$ cat src/rtl/apb_pkg.sv
// Shared APB definitions: transfer-phase encoding and default bus widths,
// used by the requester bridge, the slave and the benches.
package apb_pkg;

  typedef enum logic [1:0] {
    APB_IDLE   = 2'd0,
    APB_SETUP  = 2'd1,
    APB_ACCESS = 2'd2
  } apb_state_t;

  localparam int APB_DATA_SIZE = 32;
  localparam int APB_ADDR_SIZE = 10;

endpackage

$ cat src/rtl/apb_master_bridge.sv
// APB requester: converts a valid/ready command stream into IDLE->SETUP->ACCESS
// transfers and returns read data / error status through a one-entry response slot.
module apb_master_bridge
  import apb_pkg::*;
#(
  parameter int DATA_SIZE      = APB_DATA_SIZE,
  parameter int ADDR_SIZE      = APB_ADDR_SIZE,
  parameter int TIMEOUT_CYCLES = 16
) (
  input  logic                 pclk,
  input  logic                 presetn,
  // Both streams: a beat transfers on a rising pclk where valid & ready are both
  // high; the offering side keeps valid and its payload steady until then.
  input  logic                 cmd_valid,
  output logic                 cmd_ready,
  input  logic                 cmd_write,
  input  logic [ADDR_SIZE-1:0] cmd_addr,
  input  logic [DATA_SIZE-1:0] cmd_wdata,
  output logic                 rsp_valid,
  input  logic                 rsp_ready,
  output logic [DATA_SIZE-1:0] rsp_rdata,
  output logic                 rsp_err,
  output logic                 psel,
  output logic                 penable,
  output logic                 pwrite,
  output logic [ADDR_SIZE-1:0] paddr,
  output logic [DATA_SIZE-1:0] pwdata,
  output logic                 pbusy,
  input  logic                 pready,
  input  logic [DATA_SIZE-1:0] prdata,
  input  logic                 pslverr,
  output logic [1:0]           o_dbg_state
);

  localparam int CNT_W = $clog2(TIMEOUT_CYCLES + 1);
  localparam logic [CNT_W-1:0] CNT_LAST = CNT_W'(TIMEOUT_CYCLES - 1);
  localparam logic [CNT_W-1:0] CNT_SAT  = {CNT_W{1'b1}};

  apb_state_t           r_state;
  apb_state_t           w_state_nxt;
  logic                 w_accept;
  logic                 w_complete;
  logic                 w_timeout;
  logic                 w_cmd_ready;
  logic [CNT_W-1:0]     r_cnt;
  logic                 r_pbusy;
  logic                 r_psel;
  logic                 r_penable;
  logic                 r_pwrite;
  logic [ADDR_SIZE-1:0] r_paddr;
  logic [DATA_SIZE-1:0] r_pwdata;
  logic                 r_rsp_valid;
  logic [DATA_SIZE-1:0] r_rsp_rdata;
  logic                 r_rsp_err;

  // A slot being drained this very cycle counts as free, so accept and consume overlap.
  assign w_cmd_ready = (r_state == APB_IDLE) && !r_pbusy && (!r_rsp_valid || rsp_ready);

  always_ff @(posedge pclk or negedge presetn) begin
    if (!presetn) r_state <= APB_IDLE;
    else          r_state <= w_state_nxt;
  end

  always_comb begin
    w_state_nxt = r_state;
    w_accept    = 1'b0;
    w_complete  = 1'b0;
    w_timeout   = 1'b0;
    case (r_state)
      APB_IDLE: begin
        if (w_cmd_ready && cmd_valid) begin
          w_accept    = 1'b1;
          w_state_nxt = APB_SETUP;
        end
      end
      APB_SETUP: w_state_nxt = APB_ACCESS;
      APB_ACCESS: begin
        if (pready) begin
          w_complete  = 1'b1;
          w_state_nxt = APB_IDLE;
        end else if (r_cnt == CNT_LAST) begin
          w_complete  = 1'b1;
          w_timeout   = 1'b1;
          w_state_nxt = APB_IDLE;
        end
      end
      default: w_state_nxt = APB_IDLE;
    endcase
  end

  // APB strobes are registered from the next state so they align with the phase.
  always_ff @(posedge pclk or negedge presetn) begin
    if (!presetn) begin
      r_pbusy     <= 1'b1;
      r_psel      <= 1'b0;
      r_penable   <= 1'b0;
      r_pwrite    <= 1'b0;
      r_paddr     <= '0;
      r_pwdata    <= '0;
      r_cnt       <= '0;
      r_rsp_valid <= 1'b0;
      r_rsp_rdata <= '0;
      r_rsp_err   <= 1'b0;
    end else begin
      r_pbusy   <= 1'b0;
      r_psel    <= (w_state_nxt != APB_IDLE);
      r_penable <= (w_state_nxt == APB_ACCESS);
      if (w_accept) begin
        r_pwrite <= cmd_write;
        r_paddr  <= cmd_addr;
        r_pwdata <= cmd_wdata;
      end
      if (r_state == APB_SETUP) begin
        r_cnt <= '0;
      end else if (r_state == APB_ACCESS && !pready && r_cnt != CNT_SAT) begin
        r_cnt <= r_cnt + CNT_W'(1);
      end
      if (w_complete) begin
        r_rsp_valid <= 1'b1;
        r_rsp_err   <= w_timeout || pslverr;
        r_rsp_rdata <= (w_timeout || pslverr || r_pwrite) ? '0 : prdata;
      end else if (r_rsp_valid && rsp_ready) begin
        r_rsp_valid <= 1'b0;
      end
    end
  end

  assign cmd_ready   = w_cmd_ready;
  assign rsp_valid   = r_rsp_valid;
  assign rsp_rdata   = r_rsp_rdata;
  assign rsp_err     = r_rsp_err;
  assign psel        = r_psel;
  assign penable     = r_penable;
  assign pwrite      = r_pwrite;
  assign paddr       = r_paddr;
  assign pwdata      = r_pwdata;
  assign pbusy       = r_pbusy;
  assign o_dbg_state = r_state;

endmodule

$ cat config.mk
export PLATFORM = sky130hd
export DESIGN_NAME = apb_master_bridge
export DESIGN_NICKNAME = d
export VERILOG_FILES = /design/src/rtl/apb_pkg.sv /design/src/rtl/apb_master_bridge.sv
export SDC_FILE = /design/constraint.sdc
export NUM_CORES = 1
export LEC_CHECK = 0
export CAP_MARGIN = 20
export CORE_MARGIN = 4
export CORE_UTILIZATION = 36
export DETAILED_ROUTE_END_ITERATION = 10
export PLACE_DENSITY = 0.72
export SLEW_MARGIN = 30
export SYNTH_ARGS = -nofsm -noshare
export SYNTH_HDL_FRONTEND = slang
export SYNTH_SLANG_ARGS = --single-unit
export TNS_END_PERCENT = 100
$ cat constraint.sdc
create_clock -name pclk -period 2.6 [get_ports pclk]
set_clock_uncertainty 0.2 [all_clocks]
set_input_delay 0.52 -clock pclk [delete_from_list [all_inputs] [get_ports pclk]]
set_output_delay 0.52 -clock pclk [all_outputs]
set_load 0.005 [all_outputs]
==> results_dict.tcl, run 1 <==
set metrics [dict create \
    globalplace.congestion 0.730 \
    synthCells 224 \
    io_pins 164 \
    clockPowerShare 0.191 \
    grt_pass1_vias 2738 \
    wl_per_cell_um 16.4 \
    yosysWarnings 0 \
    power_frac_comb 0.367 \
    diodes 0 \
    p_int_mw 3.31 \
    worstReg2RegEnd "r_cnt[2]$_DFFE_PN0P_" \
    seq_area_um2 2180 \
    dieArea_um2 11400 \
    fin_crit_sh 0.945 \
    antenna_found_initial 0 \
    ir_worst_vdd_mv 0.448 \
    num-fill-cells 770 \
    crit_top_cell "clkdlybuf4s50_1" \
    final_net_count 480 \
    antenna_left 0 \
    die_width_um 107 \
    critPathKind "input pin to output port" \
    worstPathArrival_ps 1740 \
    grt_setup_unrepaired "no" \
    top_layer_used "met4" \
    coreArea_um2 9330 \
    synthTopCellsByArea "dfrtp_1 62%, mux2_4 16%, a22o_1 8.0%, mux2_2 2.3%, buf_6 1.3%" \
    r2r-start "r_cnt[0]$_DFFE_PN0P_" \
    drive_gt1_frac 0.197 \
    syn_avg_cell_area_um2 15.6 \
    vias 2494 \
    finalSetupTns_ps 0 \
    cts_root_buffer "clkbuf_8" \
    crit_path_start "rsp_ready" \
    drc 0 \
    maxCapViolCount 0 \
    hold_class "register to register" \
    io_buffers 163 \
    dpl.cell_count 513 \
    ys_seq_area_frac 0.623 \
    tightestPinTransition_ps 508 \
    htreeDepth 3 \
    hpwl_um 6450 \
    areaGrowthSynthToFinish_pct 57.5 \
    relSlewSlack 0.661 \
    dr_wl_met3_um 666 \
    clk_latency_ps 350 \
    clockBufferDepth 2 \
    cp.depth 5 \
    critPathLaunchType "input pin" \
    clk_pin_slew_ps 80 \
    crit_buf_inv 2 \
    p_switching_mw 1.21 \
    vias_per_cell 4.71 \
    rows 35 \
    outcome "finished, final reports clean" \
    dieHeight_um 107 \
    synth.top_cell.area_share 0.616 \
    p_sw_frac 0.268 \
    post-route-min-period_ps 2460 \
    powerDensity_nw_per_um2 822 \
    slowest_stage "clkdlybuf4s50_1" \
    worstPathCellList "clkdlybuf4s50_1, nand2b_1, nand2_1, nor2_1, clkdlybuf4s50_1" \
    wl_met1_um 3870 \
    synth_most_common_cell "dfrtp_1" \
    path_delay_family "buffers and inverters" \
    grt_util_all_layers 0.156 \
    power_frac_seq 0.442 \
    synthArstFlopShare 1.00 \
    grt_overflow 0 \
    grt_first_pass_wirelength_um 14000 \
    postCtsSetupRepairBufs 0 \
    dr.first_iter.drc_count 72 \
    multi_input_area_um2 1220 \
    ff2ff_setup_slack_ps 240 \
    crit_end "cmd_ready" \
    synth_edf_count 0 \
    cts_made_buffers 9 \
    synth.distinct_cells 35 \
    cts_tree "yes" \
    required_ps 1880 \
    grt_max_degree 40 \
    design_area_um2 5510 \
    synthTopCellsByCount "86 x dfrtp_1, 38 x mux2_4, 32 x a22o_1" \
    finalSetupViolations 0 \
    fmax_ghz 0.407 \
    slew_violations 0 \
    synthFlopType "dfrtp_1" \
    ys_ff_latch 87 \
    crit_fanout 3 \
    r2r_cells 6 \
    clock-sinks 87 \
    first_pass_iters 4 \
    slowest_delay_ps 510 \
    power_leakage_nw 2.41 \
    wl_um 8700 \
    synth_fp_nets 308 \
    syn_area_um2 3500 \
    hold_violations 0 \
    place_area_um2 5320 \
    yosysTopAreaCell "dfrtp_1" \
    routed-wl-met2_um 4020 \
    instances_no_fill 530 \
    start_util 0.375 \
    endpoint_kind "output port" \
]
## repair_timing
| action | in CTS | in global routing |
|---|---|---|
| resized for setup | 0 | 0 |
| hold buffers | 1 | 0 |
| endpoints found under the hold margin | 36 | 0 |
## worst min-delay path by stage
| stage | depth (start not counted) | startpoint | slack [ps] | endpoint |
|---|---|---|---|---|
| global route | 1 | rsp_rdata[18]$_DFFE_PN0P_ | 330 | rsp_rdata[18]$_DFFE_PN0P_ |
| global placement | 1 | rsp_rdata[29]$_DFFE_PN0P_ | 290 | rsp_rdata[29]$_DFFE_PN0P_ |
| CTS | 1 | rsp_rdata[22]$_DFFE_PN0P_ | 320 | rsp_rdata[22]$_DFFE_PN0P_ |
| detailed placement | 1 | rsp_rdata[30]$_DFFE_PN0P_ | 290 | rsp_rdata[30]$_DFFE_PN0P_ |
| floorplan | 0 | presetn | 20 | o_dbg_state[0]$_DFF_PN0_ |
| finish | 1 | rsp_rdata[22]$_DFFE_PN0P_ | 310 | rsp_rdata[22]$_DFFE_PN0P_ |
## power groups by stage
stage | clock, mW | sequential [mW] | combinational (mW)
3_5_place_dp | 0 | 2.02 | 1.68
5_1_grt | 0.952 | 2.06 | 1.77
3_3_place_gp | 0 | 2.02 | 1.66
6_report | 0.864 | 2.00 | 1.66
2_1_floorplan | 0 | 2.03 | 0.595
4_1_cts | 0.900 | 2.00 | 1.69
## cells in the final DEF, fill, tap and decap left out, types with 2 or more instances in the layout
master,n
clkbuf_8,9
nand2_1,6
buf_4,9
ha_1,3
o21ai_0,4
nor2b_1,2
nand3_1,2
inv_6,4
a22o_1,32
nor2_1,3
mux2_4,38
dfrtp_1,86
mux2_2,7
inv_1,3
clkinv_2,2
buf_12,3
nor3_1,3
clkdlybuf4s50_1,162
mux2i_1,2
## worst register-to-register path, cell delays in order, from the launching register on
cell	delay, ps
dfrtp_1	450
ha_1	250
and3_1	210
ha_1	260
or4b_2	620
nand3_1	100
o311ai_0	140
## sequential cells by signal (all words and copies together), names as in the netlist
signal       cells
paddr           10
psel             1
pbusy            1
penable          1
rsp_valid        1
o_dbg_state      2
rsp_rdata       32
pwdata          32
pwrite           1
rsp_err          1
r_cnt            5
## through the flow
step | hold WS (ps) | setup slack (ps) | util | power [mW]
floorplan | 24.4 | 421 | - | 2.63
global placement | 288 | 131 | 0.570 | 3.67
CTS | 315 | 133 | 0.590 | 4.60
finish | 308 | 143 | 0.590 | 4.53
global route | 330 | 67.4 | 0.590 | 4.79
detailed placement | 291 | 148 | 0.570 | 3.70
## routing by layer
layer  GRT usage  vias to the layer above
li1            -                     1157
met1       0.211                     1221
met5           0                        -
met3      0.0455                       13
met4      0.0557                        0
met2       0.239                      103
## logic make-up after synthesis
logic type               after synthesis  synth area share
flip-flops                            87             0.623
multiplexers                          47             0.191
AO/OA/AOI/OAI                         42            0.0988
AND/OR/NAND/NOR                       27            0.0444
buffers and inverters                 17            0.0304
adder cells (fa/ha/maj)                3            0.0107
other                                  1           0.00107
## layout make-up
type | count | share of cell area
Clock buffer | 9 | 0.0225
Sequential cell | 87 | 0.396
Multi-Input combinational cell | 120 | 0.221
Timing Repair Buffer | 175 | 0.319
Inverter | 3 | 0.00204
Clock inverter | 7 | 0.00977
Tap cell | 129 | 0.0293
No activity file was read; power rests on OpenSTA's default activity.
==> inputs of run 2 (changes only) <==
--- a/config.mk
+++ b/config.mk
@@ -6,7 +6,7 @@
 export NUM_CORES = 1
 export LEC_CHECK = 0
 export CAP_MARGIN = 20
-export CORE_MARGIN = 4
+export CORE_MARGIN = 2
 export CORE_UTILIZATION = 36
 export DETAILED_ROUTE_END_ITERATION = 10
 export PLACE_DENSITY = 0.72
==> run 2 against run 1 <==
Clock power up 28%. Sequential share of layout area down 0.22 points. Total power up 5.1%. Sequential power about the same. Combinational power about the same. Die area down 7.4%. Sequential cell count unchanged. Non-clock buffer count down 1. Final cell count down 0.38%. Critical path depth unchanged. Worst setup slack worse by 36 ps. Utilization up 0.34 points. Critical path type unchanged. Critical endpoint unchanged. Largest power group unchanged.
==> results_dict.tcl, run 2 (synthesis gave the netlist of run 1 again) <==
set metrics [dict create \
    wl_per_cell_um 16.1 \
    coreArea_um2 9330 \
    crit_buf_inv 2 \
    seq_area_um2 2180 \
    crit_path_start "rsp_ready" \
    num-fill-cells 787 \
    cts_root_buffer "clkbuf_8" \
    post-route-min-period_ps 2490 \
    crit_end "cmd_ready" \
    fmax_ghz 0.401 \
    powerDensity_nw_per_um2 859 \
    clockBufferDepth 2 \
    power_leakage_nw 2.42 \
    grt_overflow 0 \
    postCtsSetupRepairBufs 0 \
    dieArea_um2 10500 \
    critPathKind "input pin to output port" \
    areaGrowthSynthToFinish_pct 58.4 \
    outcome "finished, final reports clean" \
    crit_top_cell "clkdlybuf4s50_1" \
    globalplace.congestion 0.722 \
    finalSetupViolations 0 \
    vias_per_cell 4.70 \
    instances_no_fill 528 \
    grt_pass1_vias 2571 \
    slowest_stage "clkdlybuf4s50_1" \
    dr.first_iter.drc_count 31 \
    finalSetupTns_ps 0 \
    grt_first_pass_wirelength_um 12900 \
    first_pass_iters 4 \
    r2r-start "r_cnt[0]$_DFFE_PN0P_" \
    hold_class "input pin to async pin" \
    io_pins 164 \
    clk_pin_slew_ps 80 \
    dpl.cell_count 512 \
    relSlewSlack 0.633 \
    path_delay_family "buffers and inverters" \
    r2r_cells 6 \
    layout_common_cells "162 x clkdlybuf4s50_1, 86 x dfrtp_1, 38 x mux2_4, 32 x a22o_1, 10 x buf_4" \
    drive_gt1_frac 0.193 \
    vias 2484 \
    hpwl_um 6220 \
    cp.depth 5 \
    hold_violations 0 \
    grt_setup_unrepaired "no" \
    critPathLaunchType "input pin" \
    start_util 0.375 \
    dieHeight_um 103 \
    required_ps 1880 \
    wl_um 8510 \
    cts_made_buffers 9 \
    final_net_count 479 \
    slew_violations 0 \
    maxCapViolCount 0 \
    fin_crit_sh 0.959 \
    die_width_um 103 \
    worstReg2RegEnd "r_cnt[2]$_DFFE_PN0P_" \
    drc 0 \
    antenna_found_initial 0 \
    grt_util_all_layers 0.159 \
    tightestPinTransition_ps 551 \
    clock-sinks 87 \
    cts_tree "yes" \
    htreeDepth 3 \
    clk_latency_ps 340 \
    io_buffers 163 \
    ir_worst_vdd_mv 0.409 \
    diodes 0 \
    rows 35 \
    antenna_left 0 \
    ff2ff_setup_slack_ps 260 \
    worstPathCellList "clkdlybuf4s50_1, nand2b_4, nand2_1, nor2_1, clkdlybuf4s50_1" \
    final_common_cell "clkdlybuf4s50_1" \
    slowest_delay_ps 510 \
    crit_fanout 3 \
    endpoint_kind "output port" \
    grt_max_degree 45 \
    multi_input_area_um2 1230 \
    worstPathArrival_ps 1770 \
]
run 2: cell types whose count changed in the layout (fill, tap and decap cells not counted), sizes merged:
cell / delta
clkinv: -3
clkinvlp: +1
inv: -3
clkbuf: +1
buf: -1
bufinv: +3
run 2: where the power goes:
part           internal (mW)  total (mW)  switching, mW  leakage (nW)
clock                  0.638        1.11          0.469         0.113
combinational           1.19        1.65          0.459          1.21
sequential              1.75        2.00          0.245          1.09
total                   3.58        4.76           1.17          2.42
run 2: final cells by class:
cell class	instances	share of cell area
flip-flops and latches	87	0.393
repair buffers	174	0.312
multi-input cells	120	0.221
well taps	129	0.0291
clock buffers	10	0.0230
clock inverters	5	0.0192
inverters	3	0.00203
run 2: worst min-delay path by stage:
stage | end | from
floorplan | o_dbg_state[0]$_DFF_PN0_ | presetn
global placement | rsp_rdata[14]$_DFFE_PN0P_ | presetn
detailed placement | rsp_rdata[14]$_DFFE_PN0P_ | presetn
CTS | rsp_rdata[14]$_DFFE_PN0P_ | presetn
global route | rsp_rdata[14]$_DFFE_PN0P_ | presetn
finish | rsp_rdata[14]$_DFFE_PN0P_ | presetn
run 2: per-layer routing:
| metal | up-vias | GRT usage | routed length (µm) |
|---|---|---|---|
| li1 | 1153 | - | - |
| met3 | 12 | 0.0400 | 575 |
| met4 | 0 | 0.0472 | 113 |
| met2 | 95 | 0.264 | 4160 |
| met1 | 1224 | 0.207 | 3650 |
| met5 | - | 0 | 0 |
run 2: per-stage QoR:
stage / instance area (µm²) / worst slack, ps / total power [mW] / hold slack, ps / util
finish: 5540 / 107 / 4.76 / 306 / 0.594
detailed placement: 5290 / 88.3 / 3.68 / 125 / 0.567
global route: 5540 / 47.8 / 5.02 / 293 / 0.594
global placement: 5290 / 61.6 / 3.64 / 119 / 0.567
floorplan: 3500 / 421 / 2.63 / 24.4 / -
CTS: 5530 / 63.4 / 4.82 / 298 / 0.593
run 2: what timing repair did:
action / CTS / global route
endpoints found under the setup margin: 0 / 1
hold buffers: 1 / 0
gates resized for setup: 0 / 1
hold endpoints to repair: 3 / 0
